## src/rtl/xor_stream_descrambler.sv

```systemverilog
`default_nettype none
// ============================================================================
// Module   : xor_stream_descrambler
// Purpose  : Receive-side additive descrambler. Each accepted byte is XORed
//            with the low byte of a 16-bit Fibonacci LFSR keystream. The LFSR
//            advances 8 steps per accepted byte and reloads the stored seed
//            at every frame boundary. The result goes out through a
//            one-stage output register with a valid/ready handshake.
// Revision : 1.0 - initial release
// ----------------------------------------------------------------------------
// Parameters:
//   FRAME_LEN    : bytes per frame before the seed is reloaded (0 = never).
//                  Valid range is 0..256.
//   DEFAULT_SEED : seed applied at reset and substituted for a zero seed.
// Ports:
//   clk, rst            : clock, synchronous active-high reset
//   seed_valid, seed    : load a new LFSR seed (takes priority over data)
//   in_valid, in_data   : scrambled byte input
//   in_ready            : byte is accepted this cycle
//   out_valid, out_data : descrambled byte output (registered)
//   out_ready           : sink accepts out_data
//   synced              : a seed has been loaded (RUN state)
//   byte_cnt            : bytes accepted in the current frame
// Optional build macro DESCRAMBLER_PARITY_EN adds:
//   in_parity           : even parity over the scrambled in_data
//   parity_err          : sticky error flag, cleared by rst or a seed load
// ============================================================================
module xor_stream_descrambler #(
    parameter int          FRAME_LEN    = 16,
    parameter logic [15:0] DEFAULT_SEED = 16'hACE1
) (
    input  logic        clk,
    input  logic        rst,
    input  logic        seed_valid,
    input  logic [15:0] seed,
    input  logic        in_valid,
    input  logic [7:0]  in_data,
    output logic        in_ready,
    output logic        out_valid,
    output logic [7:0]  out_data,
    input  logic        out_ready,
    output logic        synced,
    output logic [7:0]  byte_cnt
`ifdef DESCRAMBLER_PARITY_EN
    ,
    input  logic        in_parity,
    output logic        parity_err
`endif
);

    typedef enum logic {
        ST_IDLE = 1'b0,
        ST_RUN  = 1'b1
    } state_t;

    // Nine bits so that FRAME_LEN = 256 can match a counter of 255 plus one.
    localparam logic [8:0] FRAME_LEN_C = FRAME_LEN[8:0];
    localparam bit         AUTO_RELOAD = (FRAME_LEN != 0);

    // Eight Fibonacci steps unrolled into one combinational stage.
    function automatic logic [15:0] lfsr_step8(input logic [15:0] s);
        logic [15:0] t;
        t = s;
        for (int i = 0; i < 8; i++) begin
            t = {t[14:0], t[15] ^ t[13] ^ t[12] ^ t[10]};
        end
        return t;
    endfunction

    state_t      state_q, state_d;
    logic [15:0] lfsr_q, lfsr_d;
    logic [15:0] stored_seed_q, stored_seed_d;
    logic [7:0]  byte_cnt_q, byte_cnt_d;
    logic        out_valid_q, out_valid_d;
    logic [7:0]  out_data_q, out_data_d;
    logic        synced_q, synced_d;
`ifdef DESCRAMBLER_PARITY_EN
    logic        parity_err_q, parity_err_d;
`endif

    logic [15:0] seed_eff;
    logic [15:0] lfsr_adv;
    logic [8:0]  cnt_inc;
    logic        frame_end;
    logic        in_ready_w;
    logic        accept;

    always_comb begin
        seed_eff   = (seed == 16'h0000) ? DEFAULT_SEED : seed;
        lfsr_adv   = lfsr_step8(lfsr_q);
        cnt_inc    = {1'b0, byte_cnt_q} + 9'd1;
        frame_end  = AUTO_RELOAD && (cnt_inc == FRAME_LEN_C);
        // A seed load in the same cycle blocks the byte so that it is never
        // descrambled with a key from the seed being replaced.
        in_ready_w = synced_q && !seed_valid && (!out_valid_q || out_ready);
        accept     = (state_q == ST_RUN) && in_valid && in_ready_w;

        state_d       = state_q;
        lfsr_d        = lfsr_q;
        stored_seed_d = stored_seed_q;
        byte_cnt_d    = byte_cnt_q;
        out_valid_d   = out_valid_q;
        out_data_d    = out_data_q;
        synced_d      = synced_q;
`ifdef DESCRAMBLER_PARITY_EN
        parity_err_d  = parity_err_q;
`endif

        if (seed_valid) begin
            state_d       = ST_RUN;
            lfsr_d        = seed_eff;
            stored_seed_d = seed_eff;
            byte_cnt_d    = 8'd0;
            synced_d      = 1'b1;
`ifdef DESCRAMBLER_PARITY_EN
            parity_err_d  = 1'b0;
`endif
        end else if (accept) begin
            // Frame boundary: restart the keystream from the stored seed.
            lfsr_d     = frame_end ? stored_seed_q : lfsr_adv;
            byte_cnt_d = frame_end ? 8'd0 : cnt_inc[7:0];
`ifdef DESCRAMBLER_PARITY_EN
            if ((^in_data) != in_parity) begin
                parity_err_d = 1'b1;
            end
`endif
        end

        // Output stage: a new accept refills the register even while it is
        // being drained, which keeps throughput at one byte per cycle.
        if (accept) begin
            out_valid_d = 1'b1;
            out_data_d  = in_data ^ lfsr_q[7:0];
        end else if (out_ready) begin
            out_valid_d = 1'b0;
        end
    end

    always_ff @(posedge clk) begin
        if (rst) begin
            state_q       <= ST_IDLE;
            lfsr_q        <= DEFAULT_SEED;
            stored_seed_q <= DEFAULT_SEED;
            byte_cnt_q    <= 8'd0;
            out_valid_q   <= 1'b0;
            out_data_q    <= 8'd0;
            synced_q      <= 1'b0;
`ifdef DESCRAMBLER_PARITY_EN
            parity_err_q  <= 1'b0;
`endif
        end else begin
            state_q       <= state_d;
            lfsr_q        <= lfsr_d;
            stored_seed_q <= stored_seed_d;
            byte_cnt_q    <= byte_cnt_d;
            out_valid_q   <= out_valid_d;
            out_data_q    <= out_data_d;
            synced_q      <= synced_d;
`ifdef DESCRAMBLER_PARITY_EN
            parity_err_q  <= parity_err_d;
`endif
        end
    end

    assign in_ready  = in_ready_w;
    assign out_valid = out_valid_q;
    assign out_data  = out_data_q;
    assign synced    = synced_q;
    assign byte_cnt  = byte_cnt_q;
`ifdef DESCRAMBLER_PARITY_EN
    assign parity_err = parity_err_q;
`endif

endmodule
`default_nettype wire

```

## config.mk

```make
export PLATFORM = sky130hd
export DESIGN_NAME = xor_stream_descrambler
export DESIGN_NICKNAME = d
export VERILOG_FILES = /design/src/rtl/xor_stream_descrambler.sv
export SDC_FILE = /design/constraint.sdc
export NUM_CORES = 1
export LEC_CHECK = 0
export ABC_CLOCK_PERIOD_IN_PS = 5530
export CORE_UTILIZATION = 55
export DETAILED_ROUTE_END_ITERATION = 16
export PLACE_DENSITY_LB_ADDON = 0.3
export SYNTH_ARGS = -nofsm -noshare
export SYNTH_HDL_FRONTEND = slang
export SYNTH_SLANG_ARGS = --single-unit
```

## constraint.sdc

```tcl
create_clock -name clk -period 5.53 [get_ports clk]
set_clock_uncertainty 0.05 [all_clocks]
set_input_delay 1.3825 -clock clk [delete_from_list [all_inputs] [get_ports clk]]
set_output_delay 1.3825 -clock clk [all_outputs]
set_load 0.03 [all_outputs]
```

After elaboration in Yosys (flattened, before gate mapping):

Index checks and enable logic that the tools add are counted.

* register bits after elaboration: 50
* input bits: 29
* output and inout bits: 19
* word-level logic and storage cells: 51

* $add $sub $neg: 1
* eq/ne operators: 1
* muxes and demuxes: 7
* bitwise gates (word level): 25
* reductions and logical operators: 11

Operators with widths (number)
* $mux W16: 4
* $xor A1 B1 Y1: 24
* $logic_not A16 Y1: 1
* $add A8 B1 Y9 const B: 1
* $eq A9 B5 Y1 const B: 1
* $mux W8: 1
* $xor A8 B8 Y8: 1
* $logic_and A1 B1 Y1: 4
* $reduce_bool A2 Y1: 2
* $logic_not A1 Y1: 2
* $mux W1: 2
* $reduce_or A2 Y1: 1
* $logic_or A1 B1 Y1: 1

Longest topological paths before layout:

Gate-level depths: netlist of run 1.

* depth after elaboration: 6
* gate-level depth with buffers: 7
* mapped depth without buffers: 5

Worst setup path before layout of run 1:

No wires, ideal clock.

* path type: input to output
* start point: input seed_valid
* end point: output in_ready
* arrival time: 2.404 ns
* required time: 4.098 ns
* slack: 1.694 ns
* stages: 5
* path buffers: 3
* path through: buf_2 -> inv_2 -> buf_2 -> clkbuf_1 -> and3_1

* word-level cells in the longest chain between the ends: 3

RTL lines
* start, declared: RTL line 34 `input logic seed_valid,`
* $logic_not A1 Y1: RTL line 95 `in_ready_w = synced_q && !seed_valid && (!out_valid_q || out_ready);`
* $logic_and A1 B1 Y1 (2 in a row): RTL line 95
* end, declared: RTL line 38 `output logic in_ready,`

Every way passes these cells.

Final worst setup path of run 1:

Ends and elaborated chain as after synthesis.

==> impl_metrics.tcl, run 1 <==
set metrics [dict create \
    timing.max_slew.rel_slack 0.3775 \
    cp.required_ps 4100 \
    ctsLongestPathBuffers 2 \
    power_per_unit_of_standard_cell_area_nw_per_um2 275.2 \
    max-cap-violations 0 \
    cts-buffers-inserted 5 \
    final-setup-viol-count 0 \
    ios 48 \
    fraction_of_registers_with_async_set_reset 0 \
    fin_crit_sh 0.7983 \
    synth_enable_flop_cells 0 \
    detailedPlacementHpwl_um 3831 \
    cts_num_sinks 50 \
    port-buffer-count 47 \
    postSynthRegisterBits 50 \
    remaining_drc_errors 0 \
    yosys-top-cells-count "50 x sky130_fd_sc_hd__dfxtp_1, 29 x sky130_fd_sc_hd__nor2_1, 24 x sky130_fd_sc_hd__xnor2_1" \
    seq_area_frac_synth 0.4173 \
    cts_max_level 2 \
    initial_utilization 0.5870 \
    final.fill_count 326 \
    ant_nets 0 \
    path_depth 4 \
    sequential_cell_area_um2 1001 \
    clk_root_buffer_cell "sky130_fd_sc_hd__clkbuf_8" \
    netlist-cell-type-count 41 \
    grt_first_pass_wirelength_um 8680 \
    timing_hold_violations_final 0 \
    total_number_of_nets_in_the_final_design 341 \
    worst_ep_arrival_time_ps 2980 \
    run_status "finished clean" \
    final.setup.tns_ps 0 \
    worstPathBufferInverterCount 3 \
    total_leakage_power_nw 1.059 \
    worst_r2r_path_depth 5 \
    synth_cells 274 \
    core_area_um2 4086 \
    path_cells "clkdlybuf4s50_1 -> inv_2 -> and3_1 -> clkdlybuf4s50_1" \
    wl_um 5525 \
    crit_fanout 21 \
    r2r_slack_ps 3270 \
    post_synth_main_area_contributors "sky130_fd_sc_hd__dfxtp_1 42%, sky130_fd_sc_hd__xnor2_1 8.8%, sky130_fd_sc_hd__nor2_1 4.5%" \
    crit_top_cell "sky130_fd_sc_hd__clkdlybuf4s50_1" \
    combined_area_of_the_multi_input_logic_cells_um2 1291 \
    tightestPinTransition_ps 930.8 \
    ys_warn_count 0 \
    r2r-end "lfsr_q[15]" \
    insertedDiodeCount 0 \
    synth_top_cell_by_area "sky130_fd_sc_hd__dfxtp_1" \
    cts_resized 0 \
    endpoint "in_ready" \
    route.detailed.vias_per_inst 6.019 \
    share_of_layout_cells_above_drive_strength_1 0.06090 \
    vdd_ir_drop_max_v 0.0001679 \
    cts_tree "yes" \
    worst_setup_path_startpoint "seed_valid" \
    min-delay-start "stored_seed_q[4]" \
    die_w_um 68.04 \
    layout.cells.non_filler 362 \
    grt_pass1_vias 1818 \
    firstDrtPassIters 6 \
    detailed_route_wire_length_per_cell_um 15.26 \
    dieArea_um2 4629 \
    routed-via-count 2179 \
    count_leader_synth "sky130_fd_sc_hd__dfxtp_1" \
    post_cts.repair.setup_buffers 0 \
    timing.hold.worst.class "flop to flop" \
    endpoint_kind "primary output" \
    synth.net_count 304 \
    placed_cells 354 \
    drc_marker_count_from_the_first_detailed_route_iteration 175 \
    placementRows 23 \
    grt_overflow_total 0 \
    crit_path_kind "primary input to primary output" \
    fmax_ghz 0.2265 \
    post_synth_instance_area_um2 2399 \
    rsz0062_at_grt "no" \
    dominantRegCellSynth "sky130_fd_sc_hd__dfxtp_1" \
    groute.usage.overall 0.2530 \
    pin_count_of_the_biggest_net_entering_global_routing 26 \
    startpoint_type "primary input" \
    cp_top_family "buffers and inverters" \
    post_synth_top_area_share 0.4173 \
    worst_skew_pair.late_latency_ps 300 \
    max_stage_delay_ps 660 \
    slew_violations 0 \
    final.min_clock_period_ps 4415 \
    cts_hold_buf 0 \
    die_h_um 68.04 \
    path_clk_slew_ps 90 \
    rr_startpoint "byte_cnt[0]" \
    crit_slowest_cell "sky130_fd_sc_hd__clkdlybuf4s50_1" \
    grt_antenna_before_repair 0 \
    power_mw 0.8148 \
    syn-mean-instance-area_um2 8.754 \
    areaGrowthSynthToFinish_pct 23.42 \
    gpl.final_weighted_congestion 0.8274 \
]
cell type report:
| cell class | count | area share |
|---|---|---|
| multi-input combinational | 202 | 0.4362 |
| sequential | 50 | 0.3381 |
| inverter | 3 | 0.003804 |
| clock buffer | 5 | 0.02325 |
| clock inverter | 3 | 0.01352 |
| tap | 50 | 0.02113 |
| timing repair buffer | 49 | 0.1640 |
how the worst min path moves through the flow:
stage / slack (ps) / to / cells after the start
5_1_grt: 430 / stored_seed_q[4] / 2
3_3_place_gp: 400 / stored_seed_q[4] / 2
3_5_place_dp: 410 / stored_seed_q[4] / 2
6_report: 430 / stored_seed_q[4] / 2
2_1_floorplan: 390 / stored_seed_q[10] / 2
4_1_cts: 420 / stored_seed_q[4] / 2
layer usage:
layer	track usage	wire [µm]	up-vias
met4	0.1068	138	0
met3	0.04500	372	16
li1	-	-	1065
met1	0.3544	2561	994
met2	0.3775	2452	104
met5	0	0	-
kinds of logic after synthesis:
family / after synthesis / share of synthesized area
compound gates: 71 / 0.1993
simple gates: 89 / 0.1789
buf+inv: 22 / 0.04434
flops: 50 / 0.4173
mux: 10 / 0.04173
xor+xnor: 31 / 0.1132
fa+ha+maj: 1 / 0.005216
tightest hold or removal path: stages (launching register included):
cell	delay, ps
sky130_fd_sc_hd__dfxtp_1	320
sky130_fd_sc_hd__nand2_1	60
sky130_fd_sc_hd__a21oi_1	60
metrics by stage:
stage               area [µm²]  hold slack, ps  utilization  setup WS, ps
CTS                       2960           419.2       0.7244          1118
floorplan                 2399           393.7            -          1694
global route              2960           434.2       0.7244          1054
finish                    2960           425.6       0.7244          1115
global placement          2851           403.1       0.6978          1116
detailed placement        2851           405.5       0.6978          1131
state kept, by name (all words and copies together) (netlist names):
signal	cells
lfsr_q	16
stored_seed_q	16
byte_cnt	8
out_data	8
out_valid	1
synced	1
where the power goes:
| group | leakage, nW | internal, mW | switching (mW) |
|---|---|---|---|
| sequential | 0.412 | 0.382 | 0.0222 |
| combinational | 0.589 | 0.0799 | 0.0779 |
| clock | 0.0579 | 0.133 | 0.119 |
cells in the final DEF, fill, tap and decap left out, drive strengths merged, types with 2 or more instances in the layout:
cell            n
xnor2          24
nor4            5
buf             2
nand4           6
a211oi         10
o22ai           8
o221ai          2
nand3          10
nor2           30
clkdlybuf4s50  47
o211ai          4
a31oi           7
mux2i          10
a21oi          15
o21ai          18
xor2            7
clkinv          2
nand2b          2
o41ai           2
a22oi           4
inv             3
and3            2
and4            2
dfxtp          50
nand2          21
nor3            6
clkbuf          5
Power figures use the tool's default switching activity.
==> run 2, diff against run 1 <==
--- a/config.mk
+++ b/config.mk
@@ -5,8 +5,8 @@
 export SDC_FILE = /design/constraint.sdc
 export NUM_CORES = 1
 export LEC_CHECK = 0
-export ABC_CLOCK_PERIOD_IN_PS = 5530
-export CORE_UTILIZATION = 55
+export ABC_CLOCK_PERIOD_IN_PS = 4280
+export CORE_UTILIZATION = 51
 export DETAILED_ROUTE_END_ITERATION = 16
 export PLACE_DENSITY_LB_ADDON = 0.3
 export SYNTH_ARGS = -nofsm -noshare
==> constraint.sdc (replaced) <==
create_clock -name clk -period 4.28 [get_ports clk]
set_clock_uncertainty 0.05 [all_clocks]
set_input_delay 1.07 -clock clk [delete_from_list [all_inputs] [get_ports clk]]
set_output_delay 1.07 -clock clk [all_outputs]
set_load 0.03 [all_outputs]
==> run 2 against run 1 <==
The run now ends with DRC left. First-iteration DRC count rose by 35%. Clock power rose by 32%. Cell area rose by 0.55%. Worst setup slack got worse by 38 ps. Combinational power rose by 30%. Wire length rose by 3.2%. Sequential cell count did not move. Critical path type unchanged. Largest power group unchanged. Highest routed layer unchanged.
==> impl_metrics.tcl, run 2 (synthesized netlist as in run 1, its figures left out) <==
set metrics [dict create \
    grt_pass1_vias 1937 \
    cts_hold_buf 0 \
    fin_crit_sh 0.7484 \
    pin_count_of_the_biggest_net_entering_global_routing 26 \
    postLayoutSetupSlackWorst_ps 1077 \
    drc_marker_count_from_the_first_detailed_route_iteration 236 \
    design_area_um2 2977 \
    clk_root_buffer_cell "sky130_fd_sc_hd__clkbuf_8" \
    routed-via-count 2155 \
    leading_registers_by_flop_count "lfsr_q (16), stored_seed_q (16)" \
    ios 48 \
    timing.hold.worst.class "flop to flop" \
    route.detailed.vias_per_inst 5.888 \
    wl_um 5701 \
    max-cap-violations 0 \
    commonest_non_fill_non_tap_cells_in_the_layout "50 x sky130_fd_sc_hd__dfxtp_1, 46 x sky130_fd_sc_hd__clkdlybuf4s50_1, 29 x sky130_fd_sc_hd__nor2_1, 24 x sky130_fd_sc_hd__xnor2_1, 21 x sky130_fd_sc_hd__nand2_1" \
    groute.usage.overall 0.2438 \
    share_of_layout_cells_above_drive_strength_1 0.06688 \
    placementRows 24 \
    crit_path_kind "primary input to primary output" \
    rsz0062_at_grt "no" \
    worst_hold_slack_ps 423.5 \
    die_w_um 70.58 \
    worst_ep_arrival_time_ps 2080 \
    core_area_um2 4444 \
    post_cts.repair.setup_buffers 0 \
    endpoint_kind "primary output" \
    cts_resized 0 \
    dieArea_um2 4982 \
    startpoint_type "primary input" \
    initial_utilization 0.5397 \
    worst_r2r_path_depth 5 \
    final.fill_count 384 \
    detailed_route_wire_length_per_cell_um 15.58 \
    final-setup-viol-count 0 \
    total_number_of_nets_in_the_final_design 343 \
    slew_violations 0 \
    hold_path_depth 2 \
    grt_first_pass_wirelength_um 9528 \
    final_common_cell "sky130_fd_sc_hd__dfxtp_1" \
    detailedPlacementHpwl_um 3966 \
    vdd_ir_drop_max_v 0.0002172 \
    cts-buffers-inserted 5 \
    total_leakage_power_nw 1.064 \
    areaGrowthSynthToFinish_pct 24.10 \
    run_status "complete, but fails checks" \
    preCtsSetupSlack_ps 1092 \
    die_h_um 70.58 \
    final.setup.tns_ps 0 \
    ctsLongestPathBuffers 2 \
    cts_tree "yes" \
    fmax_ghz 0.3122 \
    cell_area_after_placement_um2 2867 \
    final.min_clock_period_ps 3203 \
    timing.max_slew.rel_slack 0.4526 \
    crit_fanout 6 \
    cts_max_level 2 \
    ant_nets 0 \
    insertedDiodeCount 0 \
    grt_antenna_before_repair 0 \
    grt_overflow_total 0 \
    gpl.final_weighted_congestion 0.8527 \
    cts_num_sinks 50 \
    port-buffer-count 47 \
    cp.required_ps 3160 \
    worst_skew_pair.late_latency_ps 310 \
    power_per_unit_of_standard_cell_area_nw_per_um2 356.3 \
    violations "DRC" \
    firstDrtPassIters 10 \
    tightestPinTransition_ps 821.1 \
    timing_hold_violations_final 0 \
    fin_util 0.6698 \
    remaining_drc_errors 4 \
    path_clk_slew_ps 80 \
]
[run 2: cell count changes in the layout (fill, tap and decap cells not counted), sizes merged]
cell | previous run | this run
clkinv | 2 | 0
clkbuf | 5 | 6
clkdlybuf4s50 | 47 | 46
buf | 2 | 5
clkinvlp | 0 | 1
[run 2: path summary, 6_finish.rpt]
kind | startpoint | end | slack [ps]
max | out_ready | in_ready | 1080
min | stored_seed_q[4] | stored_seed_q[4] | 420
max reg2reg | byte_cnt[0] | lfsr_q[15] | 1970
min reg2reg | stored_seed_q[4] | stored_seed_q[4] | 420
[run 2: critical path: stages]
cell and delay, ps:
sky130_fd_sc_hd__clkdlybuf4s50_1 450, sky130_fd_sc_hd__nand2b_1 210, sky130_fd_sc_hd__and3_1 190, sky130_fd_sc_hd__buf_4 160
[run 2: cell type report]
cell class,instances,area (µm²),area share
clock buffers,6,72.57,0.02438
multi-input cells,202,1291,0.4338
clock inverters,2,37.54,0.01261
well taps,52,65.06,0.02186
flip-flops and latches,50,1001,0.3363
inverters,3,11.26,0.003783
repair buffers,51,498.0,0.1673
[run 2: per-layer routing]
layer,share of wire,vias up,GRT usage
met1,0.44,994,0.3388
li1,-,1058,-
met2,0.46,97,0.3808
met5,0,-,0
met3,0.078,6,0.04986
met4,0.014,0,0.08444
[run 2: power breakdown]
group          switching (mW)  total, mW  internal, mW
combinational           0.101      0.206         0.104
clock                   0.158      0.332         0.174
sequential             0.0287      0.523         0.494
total                   0.288       1.06         0.773
[run 2: stage by stage]
step,cells,power (mW)
floorplan,274,0.6672
global placement,358,0.7320
detailed placement,358,0.7366
CTS,366,1.063
global route,366,1.111
finish,366,1.060
